**src/rtl/bpu_pkg.sv**
```systemverilog
// Shared constants and types for the branch-predictor update path.
package bpu_pkg;

    // Branch type encodings as reported by the execute pipes
    localparam logic [1:0] TYPE_NO     = 2'b00;
    localparam logic [1:0] TYPE_BRANCH = 2'b01;
    localparam logic [1:0] TYPE_RET    = 2'b10;
    localparam logic [1:0] TYPE_J      = 2'b11;

    // 2-bit choice counter encodings: strong/weak local, weak/strong global
    localparam logic [1:0] SL = 2'b00;
    localparam logic [1:0] WL = 2'b01;
    localparam logic [1:0] WG = 2'b10;
    localparam logic [1:0] SG = 2'b11;

    localparam int IDX_W_DEF = 8;

    typedef struct packed {
        logic [IDX_W_DEF-1:0] index;
        logic                 success;
    } upd_entry_t;

endpackage

```
**src/rtl/bpu_update_arbiter_if.sv**
```systemverilog
// Predictor-table write port: arbiter is master, table side is slave.
interface bpu_wr_if #(parameter int IDX_W = 8);
    logic             wr_valid;
    logic             wr_ready;
    logic [IDX_W-1:0] wr_index;
    logic             wr_success;
    logic             wr_clear;

    modport master (output wr_valid, wr_index, wr_success, wr_clear, input wr_ready);
    modport slave  (input wr_valid, wr_index, wr_success, wr_clear, output wr_ready);
endinterface

```
**src/rtl/bpu_upd_fifo.sv**
```systemverilog
// 2-push / 1-pop circular FIFO. When both pushes fire, din0 lands at the
// tail and din1 right behind it; a lone push1 takes the tail slot.
// The caller guarantees room and never pops when empty.
module bpu_upd_fifo #(
    parameter  int W     = 9,
    parameter  int DEPTH = 4,
    localparam int PW    = $clog2(DEPTH),
    localparam int CW    = PW + 1
) (
    input  logic          clk,
    input  logic          rst,
    input  logic          flush,
    input  logic          push0,
    input  logic          push1,
    input  logic [W-1:0]  din0,
    input  logic [W-1:0]  din1,
    input  logic          pop,
    output logic [W-1:0]  head,
    output logic [CW-1:0] count
);
    logic [DEPTH-1:0][W-1:0] mem_q, mem_d;
    logic [PW-1:0]           wr_ptr_q, wr_ptr_d, rd_ptr_q, rd_ptr_d, wr_ptr_n1;
    logic [CW-1:0]           cnt_q, cnt_d, n_push;

    assign head      = mem_q[rd_ptr_q];
    assign count     = cnt_q;
    assign wr_ptr_n1 = wr_ptr_q + PW'(1);

    // Next-state: slot writes, pointer advance, occupancy
    always_comb begin
        mem_d    = mem_q;
        wr_ptr_d = wr_ptr_q;
        rd_ptr_d = rd_ptr_q;
        cnt_d    = cnt_q;
        n_push   = CW'(push0) + CW'(push1);
        if (flush) begin
            wr_ptr_d = '0;
            rd_ptr_d = '0;
            cnt_d    = '0;
        end else begin
            if (push0 || push1) mem_d[wr_ptr_q]  = push0 ? din0 : din1;
            if (push0 && push1) mem_d[wr_ptr_n1] = din1;
            wr_ptr_d = wr_ptr_q + PW'(n_push);
            rd_ptr_d = rd_ptr_q + PW'(pop);
            cnt_d    = cnt_q + n_push - CW'(pop);
        end
    end

    // State registers; storage cleared so the idle head reads as zero
    always_ff @(posedge clk) begin
        if (rst) begin
            mem_q    <= '0;
            wr_ptr_q <= '0;
            rd_ptr_q <= '0;
            cnt_q    <= '0;
        end else begin
            mem_q    <= mem_d;
            wr_ptr_q <= wr_ptr_d;
            rd_ptr_q <= rd_ptr_d;
            cnt_q    <= cnt_d;
        end
    end
endmodule

```
**src/rtl/bpu_update_arbiter.sv**
```systemverilog
// Serialises dual-pipe conditional-branch updates onto the single predictor
// table write port and runs full-table clear sweeps on request.
// Optional macro UPD_STATS_EN adds saturating accept/drop/clear counters.
module bpu_update_arbiter
    import bpu_pkg::*;
#(
    parameter int IDX_W  = IDX_W_DEF,
    parameter int DEPTH  = 4,
    parameter int ADDR_W = 32
) (
    input  logic              clk,
    input  logic              rst,
    input  logic              upd0_valid_i,
    input  logic [1:0]        upd0_type_i,
    input  logic [ADDR_W-1:0] upd0_addr_i,
    input  logic              upd0_success_i,
    input  logic              upd1_valid_i,
    input  logic [1:0]        upd1_type_i,
    input  logic [ADDR_W-1:0] upd1_addr_i,
    input  logic              upd1_success_i,
    output logic              upd_ready_o,
    input  logic              clear_req_i,
    output logic              clear_busy_o,
    bpu_wr_if.master          wr
`ifdef UPD_STATS_EN
    ,
    output logic [31:0]       stat_accept_o,
    output logic [31:0]       stat_drop_o,
    output logic [15:0]       stat_clear_o
`endif
);
    localparam int CW = $clog2(DEPTH) + 1;

    typedef enum logic {RUN, CLEAR} state_t;

    state_t             state_q, state_d;
    logic [IDX_W-1:0]   sweep_q, sweep_d;
    logic [CW-1:0]      count;
    logic [IDX_W:0]     head, din0, din1;
    logic               br0, br1, acc0, acc1, flush, pop, sweep_done;

    assign br0  = upd0_valid_i && (upd0_type_i == TYPE_BRANCH);
    assign br1  = upd1_valid_i && (upd1_type_i == TYPE_BRANCH);
    assign din0 = {upd0_addr_i[IDX_W+2:3], upd0_success_i};
    assign din1 = {upd1_addr_i[IDX_W+2:3], upd1_success_i};

    // Arbitration, write-port drive and RUN/CLEAR sequencing
    always_comb begin
        state_d       = state_q;
        sweep_d       = sweep_q;
        flush         = 1'b0;
        sweep_done    = 1'b0;
        // pop is not credited here: readiness only looks at registered count
        upd_ready_o   = (state_q == RUN) && (int'(count) <= DEPTH - 2);
        acc0          = br0 && upd_ready_o && !clear_req_i;
        acc1          = br1 && upd_ready_o && !clear_req_i;
        clear_busy_o  = (state_q == CLEAR);
        wr.wr_valid   = (count != '0);
        wr.wr_index   = head[IDX_W:1];
        wr.wr_success = head[0];
        wr.wr_clear   = 1'b0;
        if (state_q == RUN) begin
            if (clear_req_i) begin
                state_d = CLEAR;
                sweep_d = '0;
                flush   = 1'b1;
            end
        end else begin
            wr.wr_valid   = 1'b1;
            wr.wr_index   = sweep_q;
            wr.wr_success = 1'b0;
            wr.wr_clear   = 1'b1;
            if (clear_req_i) begin
                sweep_d = '0;
            end else if (wr.wr_ready) begin
                sweep_d = sweep_q + IDX_W'(1);
                if (sweep_q == {IDX_W{1'b1}}) begin
                    state_d    = RUN;
                    sweep_done = 1'b1;
                end
            end
        end
        pop = (state_q == RUN) && wr.wr_valid && wr.wr_ready;
    end

    // FSM state and sweep pointer
    always_ff @(posedge clk) begin
        if (rst) begin
            state_q <= RUN;
            sweep_q <= '0;
        end else begin
            state_q <= state_d;
            sweep_q <= sweep_d;
        end
    end

    bpu_upd_fifo #(.W(IDX_W + 1), .DEPTH(DEPTH)) u_fifo (
        .clk   (clk),
        .rst   (rst),
        .flush (flush),
        .push0 (acc0),
        .push1 (acc1),
        .din0  (din0),
        .din1  (din1),
        .pop   (pop),
        .head  (head),
        .count (count)
    );

    logic unused_ok;
    assign unused_ok = ^{upd0_addr_i[ADDR_W-1:IDX_W+3], upd0_addr_i[2:0],
                         upd1_addr_i[ADDR_W-1:IDX_W+3], upd1_addr_i[2:0]};

`ifdef UPD_STATS_EN
    logic [31:0] acc_cnt_q, acc_cnt_d, drop_cnt_q, drop_cnt_d;
    logic [15:0] clr_cnt_q, clr_cnt_d;
    logic [32:0] acc_sum, drop_sum;
    logic [16:0] clr_sum;

    // Saturating statistics; drops are type-01 updates refused for any reason
    always_comb begin
        acc_sum    = {1'b0, acc_cnt_q} + 33'(acc0) + 33'(acc1);
        drop_sum   = {1'b0, drop_cnt_q} + 33'(br0 && !acc0) + 33'(br1 && !acc1);
        clr_sum    = {1'b0, clr_cnt_q} + 17'(sweep_done);
        acc_cnt_d  = acc_sum[32]  ? '1 : acc_sum[31:0];
        drop_cnt_d = drop_sum[32] ? '1 : drop_sum[31:0];
        clr_cnt_d  = clr_sum[16]  ? '1 : clr_sum[15:0];
    end

    // Statistics registers
    always_ff @(posedge clk) begin
        if (rst) begin
            acc_cnt_q  <= '0;
            drop_cnt_q <= '0;
            clr_cnt_q  <= '0;
        end else begin
            acc_cnt_q  <= acc_cnt_d;
            drop_cnt_q <= drop_cnt_d;
            clr_cnt_q  <= clr_cnt_d;
        end
    end

    assign stat_accept_o = acc_cnt_q;
    assign stat_drop_o   = drop_cnt_q;
    assign stat_clear_o  = clr_cnt_q;
`endif
endmodule
```
**src/flat_wrapper.sv**
```systemverilog
// flat-port wrapper written by rule: the top's interface ports become plain ports
module bpu_update_arbiter_flat import bpu_pkg::*;
#(
    parameter int IDX_W  = IDX_W_DEF,
    parameter int DEPTH  = 4,
    parameter int ADDR_W = 32
)
  (clk, rst, upd0_valid_i, upd0_type_i, upd0_addr_i, upd0_success_i, upd1_valid_i, upd1_type_i, upd1_addr_i, upd1_success_i, upd_ready_o, clear_req_i, clear_busy_o, wr_wr_valid, wr_wr_index, wr_wr_success, wr_wr_clear, wr_wr_ready);
  bpu_wr_if #(.IDX_W(IDX_W)) wr_i ();
  input  logic clk;
  input  logic rst;
  input  logic upd0_valid_i;
  input  logic [1:0] upd0_type_i;
  input  logic [ADDR_W-1:0] upd0_addr_i;
  input  logic upd0_success_i;
  input  logic upd1_valid_i;
  input  logic [1:0] upd1_type_i;
  input  logic [ADDR_W-1:0] upd1_addr_i;
  input  logic upd1_success_i;
  output logic upd_ready_o;
  input  logic clear_req_i;
  output logic clear_busy_o;
  output wire logic [$bits(wr_i.wr_valid)-1:0] wr_wr_valid;
  output wire logic [$bits(wr_i.wr_index)-1:0] wr_wr_index;
  output wire logic [$bits(wr_i.wr_success)-1:0] wr_wr_success;
  output wire logic [$bits(wr_i.wr_clear)-1:0] wr_wr_clear;
  input wire logic [$bits(wr_i.wr_ready)-1:0] wr_wr_ready;
  assign wr_wr_valid = wr_i.wr_valid;
  assign wr_wr_index = wr_i.wr_index;
  assign wr_wr_success = wr_i.wr_success;
  assign wr_wr_clear = wr_i.wr_clear;
  assign wr_i.wr_ready = wr_wr_ready;
  bpu_update_arbiter #(.IDX_W(IDX_W), .DEPTH(DEPTH), .ADDR_W(ADDR_W)) u_core (.clk(clk), .rst(rst), .upd0_valid_i(upd0_valid_i), .upd0_type_i(upd0_type_i), .upd0_addr_i(upd0_addr_i), .upd0_success_i(upd0_success_i), .upd1_valid_i(upd1_valid_i), .upd1_type_i(upd1_type_i), .upd1_addr_i(upd1_addr_i), .upd1_success_i(upd1_success_i), .upd_ready_o(upd_ready_o), .clear_req_i(clear_req_i), .clear_busy_o(clear_busy_o), .wr(wr_i));
endmodule
```
**config.mk**
```make
export PLATFORM = sky130hd
export DESIGN_NAME = bpu_update_arbiter_flat
export DESIGN_NICKNAME = d
export VERILOG_FILES = /design/src/rtl/bpu_pkg.sv /design/src/rtl/bpu_update_arbiter_if.sv /design/src/rtl/bpu_upd_fifo.sv /design/src/rtl/bpu_update_arbiter.sv /design/src/flat_wrapper.sv
export SDC_FILE = /design/constraint.sdc
export NUM_CORES = 1
export LEC_CHECK = 0
export ABC_AREA = 1
export CORE_ASPECT_RATIO = 0.8
export CORE_MARGIN = 3
export CORE_UTILIZATION = 40
export DETAILED_ROUTE_END_ITERATION = 16
export HOLD_SLACK_MARGIN = 0.03
export PLACE_DENSITY_LB_ADDON = 0.12
export SYNTH_ARGS = -nofsm -noshare
export SYNTH_HDL_FRONTEND = slang
export SYNTH_SLANG_ARGS = --single-unit
```
**constraint.sdc**
```tcl
create_clock -name clk -period 2.4 [get_ports clk]
set_input_delay 0.36 -clock clk [delete_from_list [all_inputs] [get_ports clk]]
set_output_delay 0.36 -clock clk [all_outputs]
set_load 0.005 [all_outputs]
```
==> results_dict.tcl, run 1 <==
set metrics [dict create \
    std_cell_rows 30 \
    critPathTopFamily "adder cells" \
    crit_top_cell "inv_1" \
    setup_viol 0 \
    cts_buffers 5 \
    hold_viol 0 \
    io_buffers 40 \
    hold_class "flip-flop to flip-flop" \
    ctsLongestPathBuffers 2 \
    crit_required_ns 2.62 \
    drt-pass1-iter-count 5 \
    cts_hold_buf 0 \
    ant_nets 0 \
    fin_nets 709 \
    worstPathCellList "clkdlybuf4s50_1, nor2_1, nand4_1, inv_1, ha_4, inv_1, ha_1, inv_1, ha_2, fa_2, or2_4, a21oi_2" \
    ys_seq_area_share_pct 28.09 \
    die_y_um 92.10 \
    clock_sinks 52 \
    syn_to_final_growth_pct 24.38 \
    routedWlPerCell_um 15.03 \
    max_freq_ghz 0.4396 \
    root_buffer "clkbuf_16" \
    grt_use_met2_pct 30.74 \
    fin_skew_ns 0.004191 \
    cts_tree "built" \
    cellLeakagePower_nw 1.845 \
    final_common_cell "nand2_1" \
    postSynthCellCount 573 \
    h-tree-depth 2 \
    yosys-top-cells-area "dfxtp_1 (28%), nand2_1 (14%), a21oi_1 (8.9%), a21oi_2 (7.6%), inv_1 (6.7%)" \
    gr-usage-met3_pct 3.430 \
    powerDensity_nw_per_um2 438.7 \
    place.gp.congestion 0.9412 \
    clkTransAtPathRegs_ns 0.06 \
    grt.met1_usage_pct 33.29 \
    grt_max_degree 38 \
    ys_ff_latch 52 \
    synth_top_area_share_pct 28.09 \
    ios 89 \
    yosysUniqueCellTypes 31 \
    most-common-layout-cells "nand2_1 (134), a21oi_1 (65), inv_1 (64), dfxtp_1 (48), nand3_1 (46)" \
    postSynthNetCount 658 \
    netlist_area_um2 3706 \
    crit_fanout 2 \
    avgSynthCellArea_um2 6.468 \
    start_util_pct 42.37 \
    slew_viol_final 0 \
    finalCritPeriodShare_pct 94.77 \
    vias 3848 \
    vias_per_cell 5.221 \
    busiest_layer "met1" \
    first_global_vias 3435 \
    routed_wl_um 11070 \
    yosys_warnings 0 \
    clk_latency_ns 0.29 \
    critical_path_buf_inv_count 4 \
    fin_util_pct 52.70 \
    drtIter0Drc 435 \
    fill_cells 885 \
    cpPeakStageDelay_ns 0.46 \
    dieArea_um2 10460 \
    antenna_found_initial 0 \
    overflow 0 \
    drive_above_1_share_pct 18.72 \
    max-vdd-ir-drop_mv 0.2983 \
    final.min_clock_period_ns 2.275 \
    synth_top_area_cell "dfxtp_1" \
    worstSetupStartpointType "input port" \
    die_w_um 113.6 \
    path_class "input port to flip-flop" \
    cp.arrival_ns 2.50 \
    critPathCaptureType "flip-flop" \
    n_antenna_cell 0 \
    timing.setup.tns_ns 0 \
    worst_slew_pin_slew_ns 0.5735 \
    outcome "finished clean" \
    drc_errors 0 \
    slowest_stage "clkdlybuf4s50_1" \
    core-area_um2 8746 \
    grt_pass1_wl_um 17840 \
    dp_hpwl_um 8137 \
    maxSlewHeadroom_pct 61.76 \
    grt_usage_pct 21.30 \
    max_cap_viol_count 0 \
]
[path summary, 6_finish.rpt]
path                      startpoint                       to  slack [ns]  depth (start not counted)
max                   upd1_type_i[1]   u_core.u_fifo.count[2]        0.13                         12
min          u_core.u_fifo.mem_q[35]  u_core.u_fifo.mem_q[35]        0.47                          2
max reg2reg   u_core.u_fifo.count[1]   u_core.u_fifo.count[2]        0.17                         13
min reg2reg  u_core.u_fifo.mem_q[35]  u_core.u_fifo.mem_q[35]        0.47                          2
[stage by stage]
stage	setup slack, ns	hold WS (ns)	instances	area, um^2	total power, mW
after floorplan	0.02131	0.4445	573	3749	1.106
after global placement	-0.3412	0.4531	728	4417	1.262
after detailed placement	-0.3882	0.4555	728	4417	1.264
after CTS	0.02494	0.4664	736	4579	2.040
after global routing	-0.0005715	0.4927	737	4609	2.123
final	0.1254	0.4689	737	4609	2.022
[power breakdown]
group          internal, mW  total [mW]  switching (mW)
clock                 0.445       0.771           0.325
sequential            0.874       0.885          0.0107
combinational         0.162       0.366           0.204
[routing by layer]
metal	share of wire (%)	vias to the layer above
met5	0	-
met4	0.51	0
met3	7.2	5
met2	43	123
met1	50	1763
li1	-	1957
[worst register-to-register path, delay by kind of cell, from the launching register on]
kind                     cells  cell delay [ns]
adder cells (fa/ha/maj)      4             1.04
AND/OR/NAND/NOR              4             0.45
buffers and inverters        4             0.22
flip-flops                   1             0.34
AO/OA/AOI/OAI                1             0.12
[final cells by class]
cell class              count  area [um^2]  share of cell area [%]
well taps                 112        140.1                   3.040
clock buffers               8        156.4                   3.393
repair buffers             68        686.9                   14.90
inverters                  77        289.0                   6.270
multi-input cells         420         2288                   49.65
flip-flops and latches     52         1049                   22.75
[cell families after synthesis]
family | Yosys count | synth area share [%]
buffers and inverters | 101 | 11.34
flip-flops | 52 | 28.09
adder cells (fa/ha/maj) | 9 | 3.241
XOR/XNOR | 4 | 0.9455
AO/OA/AOI/OAI | 148 | 24.11
AND/OR/NAND/NOR | 259 | 32.28
[Yosys cell counts, drive strengths merged]
cell and count:
nand4 2, dfxtp 52, inv 75, fa 1, xnor2 3, nand3 46, nand2 149, buf 14
a31oi 8, clkinv 2, nor2 55, a21oi 98, or2 3, o21ai 33, xor2 1, ha 8
o211ai 9, clkbuf 10, nor3 4
[registers in the layout (all words and copies together) (netlist names)]
name,flops
u_core.u_fifo.count,3
u_core.u_fifo.wr_ptr_q,2
u_core.u_fifo.mem_q,36
u_core.u_fifo.rd_ptr_q,2
u_core.sweep_q,8
u_core.clear_busy_o,1
[what timing repair did]
item | in CTS | in global routing
endpoints found under the setup margin | 3 | 11
resized for setup | 4 | 7
buffers inserted | 0 | 1
pin swaps | 1 | 6
(Power assumes the default switching activity.)
==> inputs of run 2 (changes only) <==
--- a/config.mk
+++ b/config.mk
@@ -9,6 +9,7 @@
 export CORE_ASPECT_RATIO = 0.8
 export CORE_MARGIN = 3
 export CORE_UTILIZATION = 40
+export CTS_CLUSTER_DIAMETER = 50
 export DETAILED_ROUTE_END_ITERATION = 16
 export HOLD_SLACK_MARGIN = 0.03
 export PLACE_DENSITY_LB_ADDON = 0.12
==> results of run 2 <==
Final layout, timing and power as in run 1 (identical DEF).
==> inputs of run 3 (changes only) <==
--- a/config.mk
+++ b/config.mk
@@ -8,7 +8,7 @@
 export ABC_AREA = 1
 export CORE_ASPECT_RATIO = 0.8
 export CORE_MARGIN = 3
-export CORE_UTILIZATION = 40
+export CORE_UTILIZATION = 45
 export CTS_CLUSTER_DIAMETER = 50
 export DETAILED_ROUTE_END_ITERATION = 16
 export HOLD_SLACK_MARGIN = 0.03
==> run 3 against run 2 <==
Wire length shrank 3.9%; maximum frequency shrank 1.3%; design area shrank 1.6%; clock skew grew 0.0043 ns; hold slack lost 0.022 ns; total power shrank 8.1%; global-route usage grew 2.6 points; critical path depth grew 1; flip-flop and latch count is the same; clock power shrank 21%; register-to-register slack lost 0.06 ns; utilization grew 6.2 points; critical endpoint unchanged; largest power group unchanged; highest routed layer unchanged.
==> results_dict.tcl, run 3 (synthesis gave the netlist of run 1 again) <==
set metrics [dict create \
    hold_viol 0 \
    grt_pass1_wl_um 17720 \
    critPathTopFamily "adder cells" \
    cts_tree "built" \
    final_common_cell "nand2_1" \
    outcome "finished clean" \
    h-tree-depth 2 \
    vias 3802 \
    fin_skew_ns 0.008498 \
    post-place-ws_ns -0.3876 \
    die_y_um 87.17 \
    cts_hold_buf 0 \
    die_w_um 107.5 \
    vias_per_cell 5.215 \
    root_buffer "clkbuf_8" \
    worstPathCellList "clkdlybuf4s50_1, nand2_2, nor2_8, nand2_4, inv_1, ha_4, inv_1, ha_1, inv_1, ha_2, fa_2, or2_4, a21oi_2" \
    grt_usage_pct 23.88 \
    std_cell_rows 28 \
    crit_fanout 2 \
    max-vdd-ir-drop_mv 0.2457 \
    ant_nets 0 \
    whs_ns 0.4468 \
    slowest_stage "clkdlybuf4s50_1" \
    ios 89 \
    cellLeakagePower_nw 1.799 \
    syn_to_final_growth_pct 22.42 \
    drive_above_1_share_pct 18.11 \
    power_mw 1.858 \
    first_global_vias 3537 \
    drtIter0Drc 368 \
    critPathCaptureType "flip-flop" \
    routedWlPerCell_um 14.60 \
    cpPeakStageDelay_ns 0.47 \
    setup_slack_ns 0.09591 \
    cp.arrival_ns 2.56 \
    grt_max_degree 52 \
    drt-pass1-iter-count 5 \
    ctsLongestPathBuffers 2 \
    core-area_um2 7707 \
    most-common-layout-cells "nand2_1 (134), inv_1 (65), a21oi_1 (65), dfxtp_1 (50), nand3_1 (46)" \
    drc_errors 0 \
    worstSetupStartpointType "input port" \
    setup_viol 0 \
    crit_required_ns 2.65 \
    dp_hpwl_um 7978 \
    cts_buffers 5 \
    crit_top_cell "inv_1" \
    n_antenna_cell 0 \
    start_util_pct 48.08 \
    regMostFlops "u_core.u_fifo.mem_q" \
    place.gp.congestion 0.8938 \
    powerDensity_nw_per_um2 409.5 \
    clock_sinks 52 \
    critical_path_buf_inv_count 4 \
    dieArea_um2 9367 \
    worst_slew_pin_slew_ns 0.4540 \
    routed_wl_um 10650 \
    clk_latency_ns 0.31 \
    max_cap_viol_count 0 \
    io_buffers 40 \
    final.min_clock_period_ns 2.304 \
    finalCritPeriodShare_pct 96.00 \
    hold_class "input port to flip-flop" \
    maxSlewHeadroom_pct 69.73 \
    largest_register_ffs 36 \
    max_freq_ghz 0.4340 \
    fin_nets 708 \
    clkTransAtPathRegs_ns 0.10 \
    path_class "input port to flip-flop" \
    rsz0062_at_grt "true" \
    antenna_found_initial 0 \
    overflow 0 \
    slew_viol_final 0 \
]
==> run 3: cell count changes in the layout (fill, tap and decap cells not counted), moves of 2 or more <==
cell             previous run  this run
clkbuf_16                   5         0
clkbuf_8                    2         5
clkdlybuf4s50_1            35        37
dfxtp_1                    48        50
dfxtp_2                     3         1
dlymetal6s2s_1              3         1
==> run 3: timing repair <==
action	CTS	global route
setup endpoints to repair	3	5
setup buffers	0	2
pin swaps	0	4
resized for setup	2	4
==> run 3: routing by layer <==
layer  vias to the layer above  global-route usage, %  share of wire (%)
met5                         -                      0                  0
met2                       110                  36.23                 43
met1                      1720                  35.79                 49
li1                       1962                      -                  -
met4                         0                  5.734                1.0
met3                        10                  3.188                6.8
==> run 3: metrics by stage <==
step	utilization, %	cell area, um^2	cells	TNS (ns)
after detailed placement	57.00	4393	719	-3.675
after global routing	58.86	4537	729	-0.02554
final	58.86	4537	729	0
after CTS	58.39	4501	727	-0.01542
after floorplan	-	3749	573	0
after global placement	57.00	4393	719	-2.759
==> run 3: where the power goes <==
group	leakage (nW)	internal, mW	total (mW)	switching, mW
Clock	0.0552	0.310	0.610	0.300
Combinational	1.32	0.164	0.364	0.199
Sequential	0.421	0.874	0.884	0.0106
Total	1.80	1.35	1.86	0.510
==> run 3: final cells by class <==
| class | count | area (um^2) |
|---|---|---|
| inverters | 77 | 289.0 |
| flip-flops and latches | 52 | 1046 |
| fillers | 773 | 3171 |
| repair buffers | 67 | 674.4 |
| clock buffers | 6 | 72.57 |
| multi-input cells | 420 | 2288 |
| well taps | 105 | 131.4 |
| clock inverters | 2 | 35.03 |
==> run 3: path summary, 6_finish.rpt <==
check                               start                 endpoint  slack, ns  cells after the start
setup / recovery             upd0_valid_i   u_core.u_fifo.count[2]        0.1                     13
hold / removal                        rst  u_core.u_fifo.mem_q[27]       0.45                      2
setup reg to reg   u_core.u_fifo.count[2]   u_core.u_fifo.count[2]       0.11                     13
hold reg to reg   u_core.u_fifo.mem_q[35]  u_core.u_fifo.mem_q[35]       0.47                      2
